## src/rtl/sync_fifo_param_if.sv

```systemverilog
// Handshake and status bundle for sync_fifo_param: master drives requests, slave is the FIFO.
interface sync_fifo_param_if #(
  parameter int unsigned DATA_W = 140,
  parameter int unsigned DEPTH  = 16
);
  localparam int unsigned CW = $clog2(DEPTH) + 1;

  logic              fifo_w_enable;
  logic [DATA_W-1:0] data_to_fifo;
  logic              fifo_r_enable;
  logic              err_clr;
  logic [DATA_W-1:0] data_from_fifo;
  logic              fifo_empty;
  logic              fifo_full;
  logic              fifo_almost_full;
  logic              fifo_almost_empty;
  logic [CW-1:0]     fifo_count;
  logic              fifo_overflow;
  logic              fifo_underflow;

  modport master (
    output fifo_w_enable, data_to_fifo, fifo_r_enable, err_clr,
    input  data_from_fifo, fifo_empty, fifo_full, fifo_almost_full, fifo_almost_empty,
    input  fifo_count, fifo_overflow, fifo_underflow
  );

  modport slave (
    input  fifo_w_enable, data_to_fifo, fifo_r_enable, err_clr,
    output data_from_fifo, fifo_empty, fifo_full, fifo_almost_full, fifo_almost_empty,
    output fifo_count, fifo_overflow, fifo_underflow
  );
endinterface

```

## src/rtl/sync_fifo_param.sv

```systemverilog
// Single-clock parametrised FIFO with count, almost flags and sticky error flags.
// Define SYNC_FIFO_FWFT_EN for first-word-fall-through reads; default is registered reads.
module sync_fifo_param #(
  parameter int unsigned DATA_W    = 140,
  parameter int unsigned DEPTH     = 16,
  parameter int unsigned AF_THRESH = 14,
  parameter int unsigned AE_THRESH = 2
) (
  input logic             clk_in,
  input logic             rst,
  sync_fifo_param_if.slave bus
);
  localparam int unsigned AW = $clog2(DEPTH);
  localparam int unsigned PW = AW + 1;
  localparam logic [PW-1:0] AF_LVL = PW'(AF_THRESH);
  localparam logic [PW-1:0] AE_LVL = PW'(AE_THRESH);

  logic [DATA_W-1:0] r_mem [DEPTH];
  logic [PW-1:0]     r_wr_ptr, r_rd_ptr, r_count;
  logic              r_empty, r_full, r_af, r_ae, r_ovf, r_udf;

  logic              w_wr_ok, w_rd_ok, w_ovf_set, w_udf_set;
  logic [PW-1:0]     w_wr_ptr_nxt, w_rd_ptr_nxt, w_count_nxt;

  always_comb begin
    // An empty FIFO is never readable, even with a same-cycle write.
    w_rd_ok      = bus.fifo_r_enable && !r_empty;
    w_wr_ok      = bus.fifo_w_enable && (!r_full || w_rd_ok);
    w_ovf_set    = bus.fifo_w_enable && r_full && !w_rd_ok;
    w_udf_set    = bus.fifo_r_enable && r_empty;
    w_wr_ptr_nxt = w_wr_ok ? r_wr_ptr + PW'(1) : r_wr_ptr;
    w_rd_ptr_nxt = w_rd_ok ? r_rd_ptr + PW'(1) : r_rd_ptr;
    w_count_nxt  = r_count;
    case ({w_wr_ok, w_rd_ok})
      2'b10:   w_count_nxt = r_count + PW'(1);
      2'b01:   w_count_nxt = r_count - PW'(1);
      default: w_count_nxt = r_count;
    endcase
  end

  always_ff @(posedge clk_in or posedge rst) begin
    if (rst) begin
      r_wr_ptr <= '0;
      r_rd_ptr <= '0;
      r_count  <= '0;
      r_empty  <= 1'b1;
      r_full   <= 1'b0;
      r_af     <= 1'b0;
      r_ae     <= 1'b1;
      r_ovf    <= 1'b0;
      r_udf    <= 1'b0;
    end else begin
      r_wr_ptr <= w_wr_ptr_nxt;
      r_rd_ptr <= w_rd_ptr_nxt;
      r_count  <= w_count_nxt;
      r_empty  <= (w_wr_ptr_nxt == w_rd_ptr_nxt);
      // Full: same index, opposite wrap bit.
      r_full   <= (w_wr_ptr_nxt[AW-1:0] == w_rd_ptr_nxt[AW-1:0]) &&
                  (w_wr_ptr_nxt[AW] != w_rd_ptr_nxt[AW]);
      r_af     <= (w_count_nxt >= AF_LVL);
      r_ae     <= (w_count_nxt <= AE_LVL);
      r_ovf    <= w_ovf_set || (r_ovf && !bus.err_clr);
      r_udf    <= w_udf_set || (r_udf && !bus.err_clr);
    end
  end

  always_ff @(posedge clk_in) begin
    if (w_wr_ok) begin
      r_mem[r_wr_ptr[AW-1:0]] <= bus.data_to_fifo;
    end
  end

`ifdef SYNC_FIFO_FWFT_EN
  assign bus.data_from_fifo = r_empty ? '0 : r_mem[r_rd_ptr[AW-1:0]];
`else
  logic [DATA_W-1:0] r_dout;

  always_ff @(posedge clk_in or posedge rst) begin
    if (rst) begin
      r_dout <= '0;
    end else if (w_rd_ok) begin
      r_dout <= r_mem[r_rd_ptr[AW-1:0]];
    end
  end

  assign bus.data_from_fifo = r_dout;
`endif

  assign bus.fifo_empty        = r_empty;
  assign bus.fifo_full         = r_full;
  assign bus.fifo_almost_full  = r_af;
  assign bus.fifo_almost_empty = r_ae;
  assign bus.fifo_count        = r_count;
  assign bus.fifo_overflow     = r_ovf;
  assign bus.fifo_underflow    = r_udf;
endmodule

```

## src/flat_wrapper.sv

```systemverilog
// flat-port wrapper written by rule: the top's interface ports become plain ports
module sync_fifo_param_flat 
#(
  parameter int unsigned DATA_W    = 140,
  parameter int unsigned DEPTH     = 16,
  parameter int unsigned AF_THRESH = 14,
  parameter int unsigned AE_THRESH = 2
)
  (clk_in, rst, bus_fifo_w_enable, bus_data_to_fifo, bus_fifo_r_enable, bus_err_clr, bus_data_from_fifo, bus_fifo_empty, bus_fifo_full, bus_fifo_almost_full, bus_fifo_almost_empty, bus_fifo_count, bus_fifo_overflow, bus_fifo_underflow);
  sync_fifo_param_if #(.DATA_W(DATA_W), .DEPTH(DEPTH)) bus_i ();
  input logic clk_in;
  input logic rst;
  input wire logic [$bits(bus_i.fifo_w_enable)-1:0] bus_fifo_w_enable;
  input wire logic [$bits(bus_i.data_to_fifo)-1:0] bus_data_to_fifo;
  input wire logic [$bits(bus_i.fifo_r_enable)-1:0] bus_fifo_r_enable;
  input wire logic [$bits(bus_i.err_clr)-1:0] bus_err_clr;
  output wire logic [$bits(bus_i.data_from_fifo)-1:0] bus_data_from_fifo;
  output wire logic [$bits(bus_i.fifo_empty)-1:0] bus_fifo_empty;
  output wire logic [$bits(bus_i.fifo_full)-1:0] bus_fifo_full;
  output wire logic [$bits(bus_i.fifo_almost_full)-1:0] bus_fifo_almost_full;
  output wire logic [$bits(bus_i.fifo_almost_empty)-1:0] bus_fifo_almost_empty;
  output wire logic [$bits(bus_i.fifo_count)-1:0] bus_fifo_count;
  output wire logic [$bits(bus_i.fifo_overflow)-1:0] bus_fifo_overflow;
  output wire logic [$bits(bus_i.fifo_underflow)-1:0] bus_fifo_underflow;
  assign bus_i.fifo_w_enable = bus_fifo_w_enable;
  assign bus_i.data_to_fifo = bus_data_to_fifo;
  assign bus_i.fifo_r_enable = bus_fifo_r_enable;
  assign bus_i.err_clr = bus_err_clr;
  assign bus_data_from_fifo = bus_i.data_from_fifo;
  assign bus_fifo_empty = bus_i.fifo_empty;
  assign bus_fifo_full = bus_i.fifo_full;
  assign bus_fifo_almost_full = bus_i.fifo_almost_full;
  assign bus_fifo_almost_empty = bus_i.fifo_almost_empty;
  assign bus_fifo_count = bus_i.fifo_count;
  assign bus_fifo_overflow = bus_i.fifo_overflow;
  assign bus_fifo_underflow = bus_i.fifo_underflow;
  sync_fifo_param #(.DATA_W(DATA_W), .DEPTH(DEPTH), .AF_THRESH(AF_THRESH), .AE_THRESH(AE_THRESH)) u_core (.clk_in(clk_in), .rst(rst), .bus(bus_i));
endmodule
```

## config.mk

```make
export PLATFORM = sky130hd
export DESIGN_NAME = sync_fifo_param_flat
export DESIGN_NICKNAME = d
export VERILOG_FILES = /design/src/rtl/sync_fifo_param_if.sv /design/src/rtl/sync_fifo_param.sv /design/src/flat_wrapper.sv
export SDC_FILE = /design/constraint.sdc
export NUM_CORES = 2
export LEC_CHECK = 0
export ABC_CLOCK_PERIOD_IN_PS = 8800
export CAP_MARGIN = 0
export CELL_PAD_IN_SITES_DETAIL_PLACEMENT = 1
export CELL_PAD_IN_SITES_GLOBAL_PLACEMENT = 2
export CORE_MARGIN = 3
export CORE_UTILIZATION = 30
export CTS_CLUSTER_DIAMETER = 200
export DETAILED_ROUTE_END_ITERATION = 16
export GPL_TIMING_DRIVEN = 1
export PLACE_DENSITY_LB_ADDON = 0.1
export SLEW_MARGIN = 20
export SYNTH_ARGS = -nofsm -noshare
export SYNTH_HDL_FRONTEND = slang
export SYNTH_SLANG_ARGS = --single-unit
export TNS_END_PERCENT = 20
```

## constraint.sdc

```tcl
create_clock -name clk_in -period 8.8 [get_ports clk_in]
set_clock_uncertainty 0.2 [all_clocks]
set_input_delay 0.88 -clock clk_in [delete_from_list [all_inputs] [get_ports clk_in]]
set_output_delay 0.88 -clock clk_in [all_outputs]
set_load 0.05 [all_outputs]
```

After elaboration in Yosys (flattened, before gate mapping)
Memory sizes are Yosys's and may differ from the RTL's. A register that Yosys moved wholly into a read port is not among the register bits.
Index checks and enable logic that the tools add are counted.
{"block": "totals", "register_bits": 21, "n_memories": 1, "output_inout_bits": 151, "ramBits": 2240}
{"block": "classes", "n_reduce_logical": 15, "add_sub_neg": 4, "mux": 5, "eq_ne": 5, "magnitude_cmp": 2}
{"name": "u_core.r_mem", "depth": 16, "width": 140, "rd": 1, "rd_ports_with_merged_regs": 1, "write_ports": 1, "line": "sync_fifo_param.sv:18", "source": "logic [DATA_W-1:0] r_mem [DEPTH];"}
{"operator": "$add 5x1->5 const B", "count": 3}
{"operator": "$mux 5", "count": 2}
{"operator": "$pmux 5 s2", "count": 1}
{"operator": "$logic_and 1x1->1", "count": 8}
{"operator": "$eq 5x5->1", "count": 1}
{"operator": "$ge 5x4->1 const B", "count": 1}
{"operator": "$le 5x2->1 const B", "count": 1}
{"operator": "$sub 5x1->5 const B", "count": 1}
{"operator": "$eq 4x4->1", "count": 1}
{"operator": "$logic_not 1->1", "count": 4}
{"operator": "$logic_or 1x1->1", "count": 3}
{"operator": "$eq 2x1->1 const B", "count": 1}
{"operator": "$eq 2x2->1 const B", "count": 1}
{"operator": "$mux 1", "count": 2}
{"operator": "$ne 1x1->1", "count": 1}

Longest topological paths before layout
{"block": "depth", "ltp_word": 7, "ltp_mapped": 13, "mapped_depth_nobuf": 11}

Worst setup path before layout
Ideal clock, no wire load.
{"block": "synth_timing", "kind": "input -> register", "startpoint": "input bus_fifo_w_enable", "endpoint": "register u_core.r_full, in the netlist u_core.bus.fifo_full", "setup_ps": 95, "setup_slack_ps": -795, "stages": 6, "arrival_ps": 9300, "path_buffers": 1, "t_required_ps": 8505, "cell_sequence": "clkbuf_1 > nand4_1 > a21oi_1 > xnor2_1 > xor2_1 > nor4b_2"}
{"block": "synth_between", "elab_chain_len": 4, "elab_cells_between_ends": 5}
{"item": "start: declaration", "line": "flat_wrapper.sv:13", "source": "input wire logic [$bits(bus_i.fifo_w_enable)-1:0] bus_fifo_w_enable;"}
{"item": "$logic_and 1x1->1 *", "line": "sync_fifo_param.sv:28", "source": "w_wr_ok = bus.fifo_w_enable && (!r_full || w_rd_ok);"}
{"item": "$mux 5 *", "line": "sync_fifo_param.sv:31", "source": "w_wr_ptr_nxt = w_wr_ok ? r_wr_ptr + PW'(1) : r_wr_ptr;"}
{"item": "$eq 4x4->1 / $ne 1x1->1 (equally long branches)", "line": "sync_fifo_param.sv:58, sync_fifo_param.sv:59"}
{"item": "$logic_and 1x1->1 *", "line": "sync_fifo_param.sv:58", "source": "r_full <= (w_wr_ptr_nxt[AW-1:0] == w_rd_ptr_nxt[AW-1:0]) &&"}
{"item": "end signal: assignment", "line": "sync_fifo_param.sv:58"}
{"item": "end: declaration", "line": "sync_fifo_param.sv:20", "source": "logic r_empty, r_full, r_af, r_ae, r_ovf, r_udf;"}
Mark *: on every way between the ends. The rest lies on a longest branch, timed or not.

Final worst setup path
{"block": "layout_timing", "startpoint": "register u_core.r_empty, in the netlist u_core.bus.fifo_empty", "endpoint": "register u_core.r_ae, in the netlist u_core.bus.fifo_almost_empty"}
{"block": "layout_between", "elab_chain_len": 7, "elab_cells_between_ends": 8}
{"item": "start: declaration", "line": "sync_fifo_param.sv:20"}
{"item": "start signal: assignment", "line": "sync_fifo_param.sv:56", "source": "r_empty <= (w_wr_ptr_nxt == w_rd_ptr_nxt);"}
{"item": "$logic_not 1->1 *", "line": "sync_fifo_param.sv:27", "source": "w_rd_ok = bus.fifo_r_enable && !r_empty;"}
{"item": "$logic_and 1x1->1 *", "line": "sync_fifo_param.sv:27"}
{"item": "net u_core.w_rd_ok", "line": "sync_fifo_param.sv:22", "source": "logic w_wr_ok, w_rd_ok, w_ovf_set, w_udf_set;"}
{"item": "$logic_or 1x1->1", "line": "sync_fifo_param.sv:28"}
{"item": "$logic_and 1x1->1", "line": "sync_fifo_param.sv:28"}
{"item": "$eq 2x1->1 / $eq 2x2->1 (equally long branches)", "line": "sync_fifo_param.sv:34", "source": "case ({w_wr_ok, w_rd_ok})"}
{"item": "$pmux 5 s2 *", "line": "sync_fifo_param.sv:34"}
{"item": "net u_core.w_count_nxt[4]", "line": "sync_fifo_param.sv:23", "source": "logic [PW-1:0] w_wr_ptr_nxt, w_rd_ptr_nxt, w_count_nxt;"}
{"item": "$le 5x2->1 *", "line": "sync_fifo_param.sv:61", "source": "r_ae <= (w_count_nxt <= AE_LVL);"}
{"item": "end signal: assignment", "line": "sync_fifo_param.sv:61"}
{"item": "end: declaration", "line": "sync_fifo_param.sv:20"}
Mark *: on every way through the listed nets, which the timed path passes. The rest lies on a longest branch.

==> metrics.cfg <==
[clock_network]
numClockSinks=2401
htreeDepth=5
cts-root-buf=clkbuf_16
cts_inserted_buffers=281
post_cts_resized=0
cts_buffer_depth=4
worstSkewPairLatency_ps=870
post_cts_buffers=0
cts_hold_buf=0
clk_pin_slew_ps=50
cts_tree=yes

[routing]
firstDrtPassIters=5
antenna_left=0
drtIter0Drc=2524
routed.top_layer=met5
wl_met1_um=103000
met3_length_um=8690
drc=0
routed_wl_um=241000
vias=41369
wl_per_cell_um=28.0
route.met2.wl_um=123000
viasPerCell=4.81

[synth]
ys_seq_area_share_pct=78.7
muxShareOfSynthArea_pct=17.1
yosys.cell_types.count=43
synthAdderAreaFrac_pct=0.111
yosysWarnings=0
synthTopCellsByArea=edfxtp_1 (74%), mux4_2 (14%), dfrtp_1 (4.4%), mux2i_1 (3.1%), a21oi_1 (0.80%)
synth-seq-cells=2401
syn_avg_cell_area_um2=22.8
synth_compound_area_share_pct=1.69
synth_top_area_cell=edfxtp_1
synth_async_sr_flop_share_pct=6.71
synth-simple-area-share_pct=0.886
syn_inst=3971
synth_enable_flop_cells=2240
synth_xor_area_share_pct=0.192
synth_top_family_by_area=multiplexers
yosysMostFrequentCell=edfxtp_1
syn-num-nets=4124
syn_area_um2=90600
synth.top_cell.area_share_pct=74.3
synthFlopType=edfxtp_1
synth_commonest_cells=edfxtp_1 (2240), mux4_2 (560), mux2i_1 (281)

[timing]
finalSetupTns_ps=0
rsz0062_at_grt=false
hold_viol_final=0
period_share_pct=51.9
drv_slew=0
setup_slack_ps=4230
finalCriticalPeriod_ps=4570
clock.fmax_mhz=219
slew_headroom_pct=33.1
whs_ps=308
finalSetupViolCount=0
worst_pin_slew_ps=1000

[cells_and_area]
drive_above_1_share_pct=22.4
nets=4570
fin_area_um2=107000
fillers=28685
area_growth_syn_to_layout_pct=18.2
fin_cells=8601
fin_util_pct=35.7

[min_path]
hold_start=u_core.r_rd_ptr[4]
hp-class=register to register

[placed_design]
dpl-instance-area_um2=98300
post-dp-hpwl_um=126000
dp_worst_setup_slack_ps=3360
io_buffers=295
gp_congestion=0.667
dp.cells=8092

[worst_setup_path]
cp-end-kind=register
startpoint=u_core.bus.fifo_empty
reg2reg_from=u_core.bus.fifo_empty
startpoint_type=register
cp.required_ps=9320
critPathKind=register to register
worstPathArrival_ps=5100
cp_max_fo=51

[run]
maxCapViolCount=0

[global_route]
grt_start_max_net_pins=112
overflow=0
grt_pass1_wl_um=347000
first_global_vias=46627
grtUsageTotal_pct=15.5
antenna_found_initial=31

[power_and_ir_drop]
vdd_drop_max_mv=0.231
leakage_nw=34.2
p_per_area_nw_per_um2=340
total_power_mw=36.4

[floorplan]
coreArea_um2=300000
num_rows=201
die_area_um2=308000
ioPinCount=296
initial_core_util_pct=30.2
die_h_um=555
die_width_um=555

[outcome]
status=completed

-- power by group --
part	total, mW	switching, mW	internal, mW
clock	11.2	4.61	6.62
sequential	14.8	0.807	14.0
combinational	10.4	6.16	4.27
total	36.4	11.6	24.9
-- per-layer routing --
metal | global-route usage (%) | vias up
met3 | 2.64 | 376
met4 | 3.84 | 18
met5 | 0 | -
li1 | - | 17524
met1 | 20.0 | 22791
met2 | 27.0 | 660
-- cells by family (layout without fill, tap and decap cells) --
logic type	Yosys count	after routing
multiplexers	843	843
adder cells (fa/ha/maj)	8	8
buffers and inverters	216	881
XOR/XNOR	19	19
AO/OA/AOI/OAI	299	299
other	0	7
AND/OR/NAND/NOR	185	185
flip-flops	2401	2401
-- critical path, stage by stage, from the launching register on --
cell and delay [ps]:
dfstp_2 540, nand2b_4 460, buf_4 820, inv_2 310, ha_1 410, xor2_1 200
ha_1 220, o21ai_0 90, a221oi_1 280, o211ai_1 170, xnor2_1 180, a2111oi_0 430
-- cells in the final DEF, fill, tap and decap left out, types with 3 or more instances in the layout --
cell             Yosys  routed
xor2_1               9       9
clkbuf_1            45      95
bufinv_16            0      14
buf_4                8      50
o21ai_1            140     140
diode_2              0       7
inv_16               0       3
o211ai_1             3       3
and3_4               0       3
and2_4               0      12
nor2_1             141     141
nand2_1              8       7
clkbuf_8             0      22
clkdlybuf4s50_1      0     295
clkinv_1             0      36
dfrtp_4              0       3
o21ai_0              4       4
buf_12               0      25
dfrtp_1            159     156
mux2i_1            281     281
clkinv_2             0      27
inv_1                8       7
nand3_1              3       3
nand4_1              4       4
xnor2_1              9       9
ha_1                 8       8
a21oi_1            145     144
mux4_2             560     560
inv_6                0      11
clkinv_8             0       4
clkbuf_16            0     287
edfxtp_1          2240    2240
-- cell type report --
cell class	count	area (µm²)	area share, %
Inverter	9	41.3	0.0386
Tap cell	3958	4950	4.63
Clock buffer	404	7840	7.33
Timing Repair Buffer	370	3830	3.58
Multi-Input combinational cell	1354	18100	16.9
Antenna cell	7	17.5	0.0164
Sequential cell	2401	71300	66.6
Clock inverter	98	936	0.874
-- sequential cells by signal (all words and copies together), names as in the netlist --
name and cells:
u_core.bus.fifo_full 1, u_core.bus.fifo_overflow 1, u_core.r_rd_ptr 5, u_core.bus.fifo_count 5, u_core.bus.fifo_underflow 1, u_core.bus.fifo_almost_full 1
u_core.bus.fifo_empty 1, u_core.bus.fifo_almost_empty 1, u_core.bus.data_from_fifo 140, u_core.r_mem 2240, u_core.r_wr_ptr 5
-- path summary, 6_finish.rpt --
| kind | end | slack (ps) | cells past startpoint |
|---|---|---|---|
| max in group asynchronous | u_core.bus.data_from_fifo[78] | 6400 | 4 |
| max reg2reg | u_core.bus.fifo_almost_empty | 4230 | 11 |
| min reg2reg | u_core.r_rd_ptr[4] | 310 | 2 |
| max | u_core.bus.fifo_almost_empty | 4230 | 11 |
| min | u_core.r_rd_ptr[4] | 310 | 2 |
| min in group asynchronous | u_core.bus.data_from_fifo[117] | 370 | 2 |
(Power assumes the default switching activity.)
